$ cat src/rtl/mm_seq_ctrl.sv
// Matrix-multiply sequencer: walks load, MAC and write-back phases over N_COLS
// columns of MAC_LEN MACs each, with ALU stall, A-matrix reuse and abort.
module mm_seq_ctrl #(
  parameter int N_COLS  = 4,
  parameter int MAC_LEN = 8,
  localparam int CW = $clog2(N_COLS),
  localparam int MW = $clog2(MAC_LEN)
) (
  input  logic          clk,
  input  logic          rst,
  input  logic          start_in,
  input  logic          keep_a,
  input  logic          abort,
  input  logic          xload_done,
  input  logic          aload_done,
  input  logic          alu_stall,
  output logic          input_load_en,
  output logic          a_load_en,
  output logic          alu_en,
  output logic          acc_clr,
  output logic [MW-1:0] mac_idx,
  output logic [CW-1:0] col_idx,
  output logic          res_we,
  output logic          busy,
  output logic          finish
);

  localparam logic [MW-1:0] LAST_MAC = MW'(MAC_LEN - 1);
  localparam logic [CW-1:0] LAST_COL = CW'(N_COLS - 1);

  typedef enum logic [2:0] {
    S_IDLE,
    S_LOAD,
    S_MAC,
    S_WB,
    S_DONE
  } state_t;

  state_t        r_state;
  state_t        w_nextState;
  logic [MW-1:0] r_macIdx;
  logic [MW-1:0] w_nextMac;
  logic [CW-1:0] r_colIdx;
  logic [CW-1:0] w_nextCol;
  logic          r_aValid;
  logic          w_nextAValid;
  logic          r_keepQ;
  logic          w_nextKeep;

  always_ff @(posedge clk) begin
    if (rst) begin
      r_state  <= S_IDLE;
      r_macIdx <= '0;
      r_colIdx <= '0;
      r_aValid <= 1'b0;
      r_keepQ  <= 1'b0;
    end else begin
      r_state  <= w_nextState;
      r_macIdx <= w_nextMac;
      r_colIdx <= w_nextCol;
      r_aValid <= w_nextAValid;
      r_keepQ  <= w_nextKeep;
    end
  end

  // A stalled MAC cycle issues nothing and leaves both the index and the state frozen.
  always_comb begin
    w_nextState   = r_state;
    w_nextMac     = r_macIdx;
    w_nextCol     = r_colIdx;
    w_nextAValid  = r_aValid;
    w_nextKeep    = r_keepQ;
    input_load_en = 1'b0;
    a_load_en     = 1'b0;
    alu_en        = 1'b0;
    acc_clr       = 1'b0;
    res_we        = 1'b0;
    finish        = 1'b0;

    case (r_state)
      S_IDLE: begin
        w_nextMac = '0;
        w_nextCol = '0;
        if (start_in) begin
          w_nextState = S_LOAD;
          w_nextKeep  = keep_a & r_aValid;
        end
      end
      S_LOAD: begin
        input_load_en = 1'b1;
        a_load_en     = ~r_keepQ;
        if (xload_done && (aload_done || r_keepQ)) begin
          w_nextState  = S_MAC;
          w_nextAValid = 1'b1;
        end
      end
      S_MAC: begin
        alu_en  = ~alu_stall;
        acc_clr = ~alu_stall && (r_macIdx == '0);
        if (!alu_stall) begin
          if (r_macIdx == LAST_MAC) begin
            w_nextMac   = '0;
            w_nextState = S_WB;
          end else begin
            w_nextMac = r_macIdx + 1'b1;
          end
        end
      end
      S_WB: begin
        res_we = 1'b1;
        if (r_colIdx == LAST_COL) begin
          w_nextCol   = '0;
          w_nextState = S_DONE;
        end else begin
          w_nextCol   = r_colIdx + 1'b1;
          w_nextState = S_MAC;
        end
      end
      S_DONE: begin
        finish      = 1'b1;
        w_nextState = S_IDLE;
      end
      default: begin
        w_nextState = S_IDLE;
      end
    endcase

    // Abort discards the job, including any result or completion pulse this cycle.
    if (abort) begin
      w_nextState  = S_IDLE;
      w_nextMac    = '0;
      w_nextCol    = '0;
      w_nextAValid = 1'b0;
      res_we       = 1'b0;
      finish       = 1'b0;
    end
  end

  assign mac_idx = r_macIdx;
  assign col_idx = r_colIdx;
  assign busy    = (r_state != S_IDLE);

  assert property (@(posedge clk) disable iff (rst) (r_macIdx <= LAST_MAC));
  assert property (@(posedge clk) disable iff (rst) (r_colIdx <= LAST_COL));
  assert property (@(posedge clk) disable iff (rst) (finish |=> !finish));

endmodule
$ cat config.mk
export PLATFORM = sky130hd
export DESIGN_NAME = mm_seq_ctrl
export DESIGN_NICKNAME = d
export VERILOG_FILES = /design/src/rtl/mm_seq_ctrl.sv
export SDC_FILE = /design/constraint.sdc
export NUM_CORES = 1
export LEC_CHECK = 0
export CORE_MARGIN = 1
export CORE_UTILIZATION = 42
export CTS_BUF_LIST = sky130_fd_sc_hd__clkbuf_16
export DETAILED_ROUTE_END_ITERATION = 8
export PLACE_DENSITY = 0.75
export SYNTH_ARGS = -nofsm -noshare
export SYNTH_HDL_FRONTEND = slang
export SYNTH_SLANG_ARGS = --single-unit
$ cat constraint.sdc
create_clock -name clk -period 1.7 [get_ports clk]
set_input_delay 0.34 -clock clk [delete_from_list [all_inputs] [get_ports clk]]
set_output_delay 0.34 -clock clk [all_outputs]
set_load 0.005 [all_outputs]
==> summary.md, run 1 <==
| Metric | Value |
|---|---|
| Outcome | `completed` |
| Share of post-route cells with drive strength above 1 | `25.77%` |
| R2R Setup Slk | `0.34 ns` |
| Fin nets | `111` |
| Seq cells post-synth | `10` |
| Die Ht | `roughly 39 um` |
| Clk Latency, worst-skew pair | `between 0.2 and 0.25 ns` |
| Starting density of the core | `about half` |
| Global-route wire length before repair | `2.642 mm` |
| IO Pins | `20` |
| Pre-antenna DRT Iters | `4` |
| CTS Sinks | `10` |
| Hold_buf cts | `0` |
| Drt wl/cell | `approximately 15 um` |
| Drt first-iter violations | `12` |
| Worst VDD drop | `around 0.70 mV` |
| Comb pwr share | `9.0%` |
| Routed vias | `617` |
| Core footprint | `1186 um^2` |
| Min Tclk post-route | `1.636 ns` |
| Gr usage total | `between 20% and 30%` |
| Net Switching | `130.1 uW` |
| TritonCTS clock tree | `built` |
| Worst Max-Slew Pin Slew | `0.2683 ns` |
| Post-route ant nets | `0` |
| Crit path required time | `roughly 1.4 ns` |
| HP Start | `mac_idx[2]$_SDFFE_PP0P_` |
| Dominant cells by area after synthesis | `dfxtp_1 35%, ha_1 8.8%, nor2b_1 4.4%, nand2_1 3.3%, nor2_1 3.3%` |
| Sw frac | `18.46%` |
| Initial antenna violation count | `0` |
| Fmax | `611.3 MHz` |
| CP max stage delay | `around 0.35 ns` |
| Crit path kind | `reg2out` |
| Vias in the first global route | `590` |
| Largest net degree at the start of global routing | `11` |
| R2r startpoint | `r_state[0]$_SDFFE_PP0P_` |
| Avg Inst Size Synth | `8.409 um^2` |
| Yosys warning count | `0` |
| Unrepaired setup endpoints after global routing | `false` |
| Worst hold slack | `between 0.4 and 0.5 ns` |
| Cell variety after synth | `28` |
| Pwr Density | `750.1 nW/um^2` |
| Internal Power | `approximately 570 uW` |
| Type of element launching the critical path | `flip-flop` |
| Synth Cell Area | `571.8 um^2` |
| Max-Cap Viols | `0` |
| PnR Total Power | `704.8 uW` |
| Worst hold-check path type | `reg2reg` |
| Sequential Power Share | `33.5%` |
| Reg2reg path depth | `7` |
| Clock power frac | `a little under three fifths` |
| Number of port buffers | `19` |
| Worst path slowest cell | `dfxtp_4` |
| Synth Instances | `just under 70` |
| Arrival @ worst endpoint | `1.30 ns` |
| DRC | `0` |
| Root Buffer | `clkbuf_16` |
| Grt ovf | `0` |
| WHS Endpoint | `mac_idx[2]$_SDFFE_PP0P_` |
| RR Endpoint | `mac_idx[1]$_SDFFE_PP0P_` |
| Final Skew | `0.003063 ns` |
| H-tree depth | `1` |
| Final setup fails | `0` |
| Synth-to-layout area growth | `64.33%` |
| Hold Violations, Final | `0` |
| Crit path max fanout | `4` |
| Register area share after synthesis | `35.01%` |
| Std cell rows | `12` |
| DP HPWL | `between 1 and 1.5 mm` |
| Cell Chain, Critical Path | `buf_4, nor4b_4, and3b_1, buf_2` |
| Bufs on Longest Clock Path | `2` |
| Crit. End Element | `output pin` |
| CTS Buf Count | `3` |
| Die area | `1513 um^2` |
| Worst relative slew slack | `81.86%` |
| Crit share post-route | `96.22%` |
| Area leader, netlist | `dfxtp_1` |
| Die Wd | `38.90 um` |
| WHS Path Cells | `2` |
| Placer Congestion | `roughly 0.72` |
| Vias per cell | `between 5 and 6` |
| Clock slew at reported path FFs | `~0.04 ns` |
| Final Slew Violations | `0` |
| Leak | `around 0.42 nW` |
| Post-layout util | `79.22%` |
| Ant diodes | `0` |
| DRT Wirelength | `1.660 mm` |
| Post-synth top area share | `about a third` |
| Syn Nets | `80` |
==> routing by layer <==
metal | wire length (um) | up-vias | track usage (%)
met3 | 106 | 0 | 10.40
li1 | - | 305 | -
met5 | 0 | - | 0
met2 | 838 | 20 | 47.92
met4 | 0 | 0 | 5.172
met1 | 715 | 292 | 29.02
==> critical path: cells and delay by family, from the launching register on <==
kind	cells	cell delay [ns]
and+or+nand+nor	2	0.46
DFF	1	0.35
buffers and inverters	2	0.25
==> metrics by stage <==
step	cell area (um^2)	std cells	setup slack (ns)	TNS [ns]
6_report	939.7	111	0.06419	0
5_1_grt	939.7	111	0.0008592	0
4_1_cts	943.4	110	0.0009167	0
3_5_place_dp	829.5	106	-0.3511	-1.204
3_3_place_gp	829.5	106	-0.3229	-1.020
2_1_floorplan	571.8	68	0.3113	0
==> registers in the layout (all words and copies together), names as in the netlist <==
register / flops
col_idx: 2
r_state: 3
r_aValid: 1
r_keepQ: 1
mac_idx: 3
==> final cells by class <==
cell class	count	area (um^2)
multi-input cells	51	369.1
repair buffers	30	255.2
fillers	84	246.5
flip-flops and latches	10	211.5
clock buffers	3	75.07
well taps	14	17.52
inverters	3	11.26
==> synthesized netlist by cell type <==
cell type   n
a211o_1     1
a21oi_1     3
a221oi_1    1
a22oi_1     2
a31oi_1     1
and3b_1     1
buf_2       2
clkbuf_1    2
dfxtp_1    10
ha_1        4
inv_1       3
nand2_1     5
nand2b_1    1
nand3_1     3
nand4b_1    2
nor2_1      5
nor2b_1     4
nor3_1      3
nor3b_1     2
nor4b_1     2
nor4b_2     1
nor4bb_1    1
o21a_1      1
o21ai_0     3
o21ai_1     2
or2_2       1
or3_1       1
or3_4       1
==> power by group through the flow <==
stage / clock network [mW] / registers, mW / logic [mW]
floorplan: 0 / 0.243 / 0.0228
global placement: 0 / 0.244 / 0.0584
detailed placement: 0 / 0.244 / 0.0598
CTS: 0.413 / 0.236 / 0.0619
global route: 0.425 / 0.236 / 0.0678
finish: 0.406 / 0.236 / 0.0631
==> kinds of logic (layout without fill, tap and decap cells) <==
| kind of cell | Yosys count | after routing | synth area share [%] |
|---|---|---|---|
| AOI/OAI and AO/OA | 14 | 14 | 15.10 |
| buffers and inverters | 7 | 36 | 5.033 |
| and+or+nand+nor | 33 | 33 | 36.11 |
| adders and majority gates | 4 | 4 | 8.753 |
| DFF | 10 | 10 | 35.01 |
==> placed cells by master (no fill, tap or decap), drive strengths merged, types with 4 or more instances in the layout <==
master	n
buf	12
clkbuf	5
clkdlybuf4s50	11
dfxtp	10
dlygate4sd2	4
ha	4
nand2	5
nor2	5
nor2b	4
o21ai	5
==> what timing repair did <==
action	4_1_cts	5_1_grt
setup endpoints to repair	7	4
buffers inserted	2	1
resized for setup	19	6
endpoints found under the hold margin	0	0
pin swaps	3	2
==> how the worst max path moves through the flow <==
stage | start | endpoint | slack, ns | cells past startpoint
detailed placement | alu_stall | acc_clr | -0.35 | 4
global route | r_state[0]$_SDFFE_PP0P_ | acc_clr | 0.0009 | 4
floorplan | r_state[0]$_SDFFE_PP0P_ | a_load_en | 0.31 | 3
global placement | alu_stall | acc_clr | -0.32 | 4
CTS | r_state[2]$_SDFFE_PP0P_ | input_load_en | 0.0009 | 2
finish | r_state[0]$_SDFFE_PP0P_ | acc_clr | 0.06 | 4
(Power assumes the default switching activity.)
==> inputs of run 2 (changes only) <==
--- a/config.mk
+++ b/config.mk
@@ -5,6 +5,7 @@
 export SDC_FILE = /design/constraint.sdc
 export NUM_CORES = 1
 export LEC_CHECK = 0
+export ABC_AREA = 0
 export CORE_MARGIN = 1
 export CORE_UTILIZATION = 42
 export CTS_BUF_LIST = sky130_fd_sc_hd__clkbuf_16
==> results of run 2 <==
No change in the layout: final DEF, timing and power equal those of run 1.
==> inputs of run 3 (changes only) <==
--- a/config.mk
+++ b/config.mk
@@ -10,6 +10,7 @@
 export CORE_UTILIZATION = 42
 export CTS_BUF_LIST = sky130_fd_sc_hd__clkbuf_16
 export DETAILED_ROUTE_END_ITERATION = 8
+export GPL_TIMING_DRIVEN = 0
 export PLACE_DENSITY = 0.75
 export SYNTH_ARGS = -nofsm -noshare
 export SYNTH_HDL_FRONTEND = slang
==> summary.md, run 3 (synthesis results as in run 1) <==
| Metric | Value |
|---|---|
| Outcome | `completed` |
| H-tree depth | `1 (unchanged)` |
| WHS Endpoint | `r_aValid$_SDFFE_PP0P_` |
| Initial antenna violation count | `0 (unchanged)` |
| Routed vias | `598 (-3.1%)` |
| R2r startpoint | `mac_idx[1]$_SDFFE_PP0P_` |
| Worst hold slack | `0.4810 ns (-0.008028 ns)` |
| IO Pins | `20 (unchanged)` |
| Synth-to-layout area growth | `64.11%` |
| HP Start | `r_aValid$_SDFFE_PP0P_` |
| Reg2reg path depth | `5 (-2)` |
| R2R Setup Slk | `0.35 ns (about the same)` |
| Global-route wire length before repair | `2.773 mm (+5.0%)` |
| Final setup fails | `0 (unchanged)` |
| RR Endpoint | `r_state[0]$_SDFFE_PP0P_` |
| Crit path kind | `reg2out` |
| Arrival @ worst endpoint | `1.31 ns (about the same)` |
| Die area | `1513 um^2 (unchanged)` |
| Final Slew Violations | `0 (unchanged)` |
| Share of post-route cells with drive strength above 1 | `25.26% (-0.51 points)` |
| Largest net degree at the start of global routing | `11 (unchanged)` |
| Crit path max fanout | `10 (+6)` |
| Hold_buf cts | `0 (unchanged)` |
| Vias per cell | `5.486 (-1.3%)` |
| Worst VDD drop | `0.5255 mV (-24%)` |
| Worst hold-check path type | `reg2reg` |
| Die Wd | `38.90 um (unchanged)` |
| Number of port buffers | `19 (unchanged)` |
| Crit path required time | `1.36 ns (about the same)` |
| Drt wl/cell | `14.97 um (+0.12%)` |
| Commonest non-fill, non-tap cells in the layout | `11 x clkdlybuf4s50_1, 6 x dfxtp_1` |
| WHS Path Cells | `2 (unchanged)` |
| Bufs on Longest Clock Path | `2 (unchanged)` |
| Max-Cap Viols | `0 (unchanged)` |
| DRT Wirelength | `1.632 mm (-1.7%)` |
| Clock slew at reported path FFs | `0.04 ns (about the same)` |
| Drt first-iter violations | `8 (-4)` |
| Crit. End Element | `output pin` |
| Pwr Density | `752.4 nW/um^2 (+0.31%)` |
| Leak | `0.3948 nW (-5.2%)` |
| Worst relative slew slack | `75.47% (-6.4 points)` |
| Root Buffer | `clkbuf_16` |
| Type of element launching the critical path | `flip-flop` |
| Vias in the first global route | `588 (-0.34%)` |
| Hold Violations, Final | `0 (unchanged)` |
| CTS Buf Count | `3 (unchanged)` |
| Grt ovf | `0 (unchanged)` |
| Placer Congestion | `0.6954 (-3.5%)` |
| Min Tclk post-route | `1.654 ns (+0.01851 ns)` |
| Starting density of the core | `48.21% (unchanged)` |
| Clk Latency, worst-skew pair | `0.23 ns (about the same)` |
| TritonCTS clock tree | `built` |
| DRC | `0 (unchanged)` |
| PnR Total Power | `706.0 uW (+0.17%)` |
| Ant diodes | `0 (unchanged)` |
| Post-route ant nets | `0 (unchanged)` |
| Fin nets | `109 (-1.8%)` |
| Place WS | `-0.5900 ns (-0.2388 ns)` |
| Most common cell after layout, fill and taps aside | `clkdlybuf4s50_1` |
| Core footprint | `1186 um^2 (unchanged)` |
| Fmax | `604.5 MHz (-1.1%)` |
| DP HPWL | `1.005 mm (-5.5%)` |
| Pre-antenna DRT Iters | `2 (-2)` |
| Gr usage total | `28.18% (+1.6 points)` |
| Setup WS post-layout | `0.04568 ns (-0.01851 ns)` |
| Std cell rows | `12 (unchanged)` |
| Final Skew | `0.001823 ns (-0.001240 ns)` |
| Crit share post-route | `97.31% (+1.1 points)` |
| CTS Sinks | `10 (unchanged)` |
| Worst Max-Slew Pin Slew | `0.3666 ns (+0.09826 ns)` |
| TNS Setup | `0 ns (unchanged)` |
| Die Ht | `38.90 um (unchanged)` |
[run 3: critical path: stages (launching register included)]
cell and delay, ns:
dfxtp_2 0.34, clkbuf_8 0.17, nand2b_1 0.18, nor3b_2 0.16
clkdlybuf4s15_2 0.23
[run 3: worst max path at each step]
| stage | from | depth (start not counted) | slack [ns] | endpoint |
|---|---|---|---|---|
| 2_1_floorplan | r_state[0]$_SDFFE_PP0P_ | 3 | 0.31 | a_load_en |
| 3_3_place_gp | alu_stall | 4 | -0.55 | acc_clr |
| 3_5_place_dp | alu_stall | 4 | -0.59 | acc_clr |
| 4_1_cts | r_state[2]$_SDFFE_PP0P_ | 4 | 0.03 | res_we |
| 5_1_grt | r_state[0]$_SDFFE_PP0P_ | 3 | -0.01 | acc_clr |
| 6_report | r_state[2]$_SDFFE_PP0P_ | 4 | 0.05 | res_we |
[run 3: power by group]
part	internal (mW)	switching, mW	total, mW
combinational	0.0330	0.0261	0.0591
sequential	0.237	0.00260	0.239
clock	0.304	0.103	0.408
total	0.574	0.132	0.706
[run 3: metal layers]
metal	global-route usage [%]	share of wire [%]
met5	0	0
met4	14.66	1.5
met3	7.514	2.6
met2	43.75	49
met1	35.09	47
[run 3: what timing repair did]
item	CTS	global route
endpoints found under the setup margin	7	1
cloned	0	0
setup buffers	4	1
pin swaps	2	1
resized for setup	30	2
[run 3: metrics by stage]
step,instances,instance area [um^2],util (%)
after global placement,101,779.5,65.72
final,109,938.4,79.11
after floorplan,68,571.8,-
after CTS,108,934.6,78.80
after global routing,109,938.4,79.11
after detailed placement,101,779.5,65.72
[run 3: layout make-up]
| type | count | area [um^2] |
|---|---|---|
| Multi-Input combinational cell | 51 | 374.1 |
| Tap cell | 14 | 17.52 |
| Clock buffer | 3 | 75.07 |
| Sequential cell | 10 | 207.7 |
| Inverter | 3 | 11.26 |
| Buffer | 4 | 40.04 |
| Timing Repair Buffer | 24 | 212.7 |
| Fill cell | 80 | 247.7 |
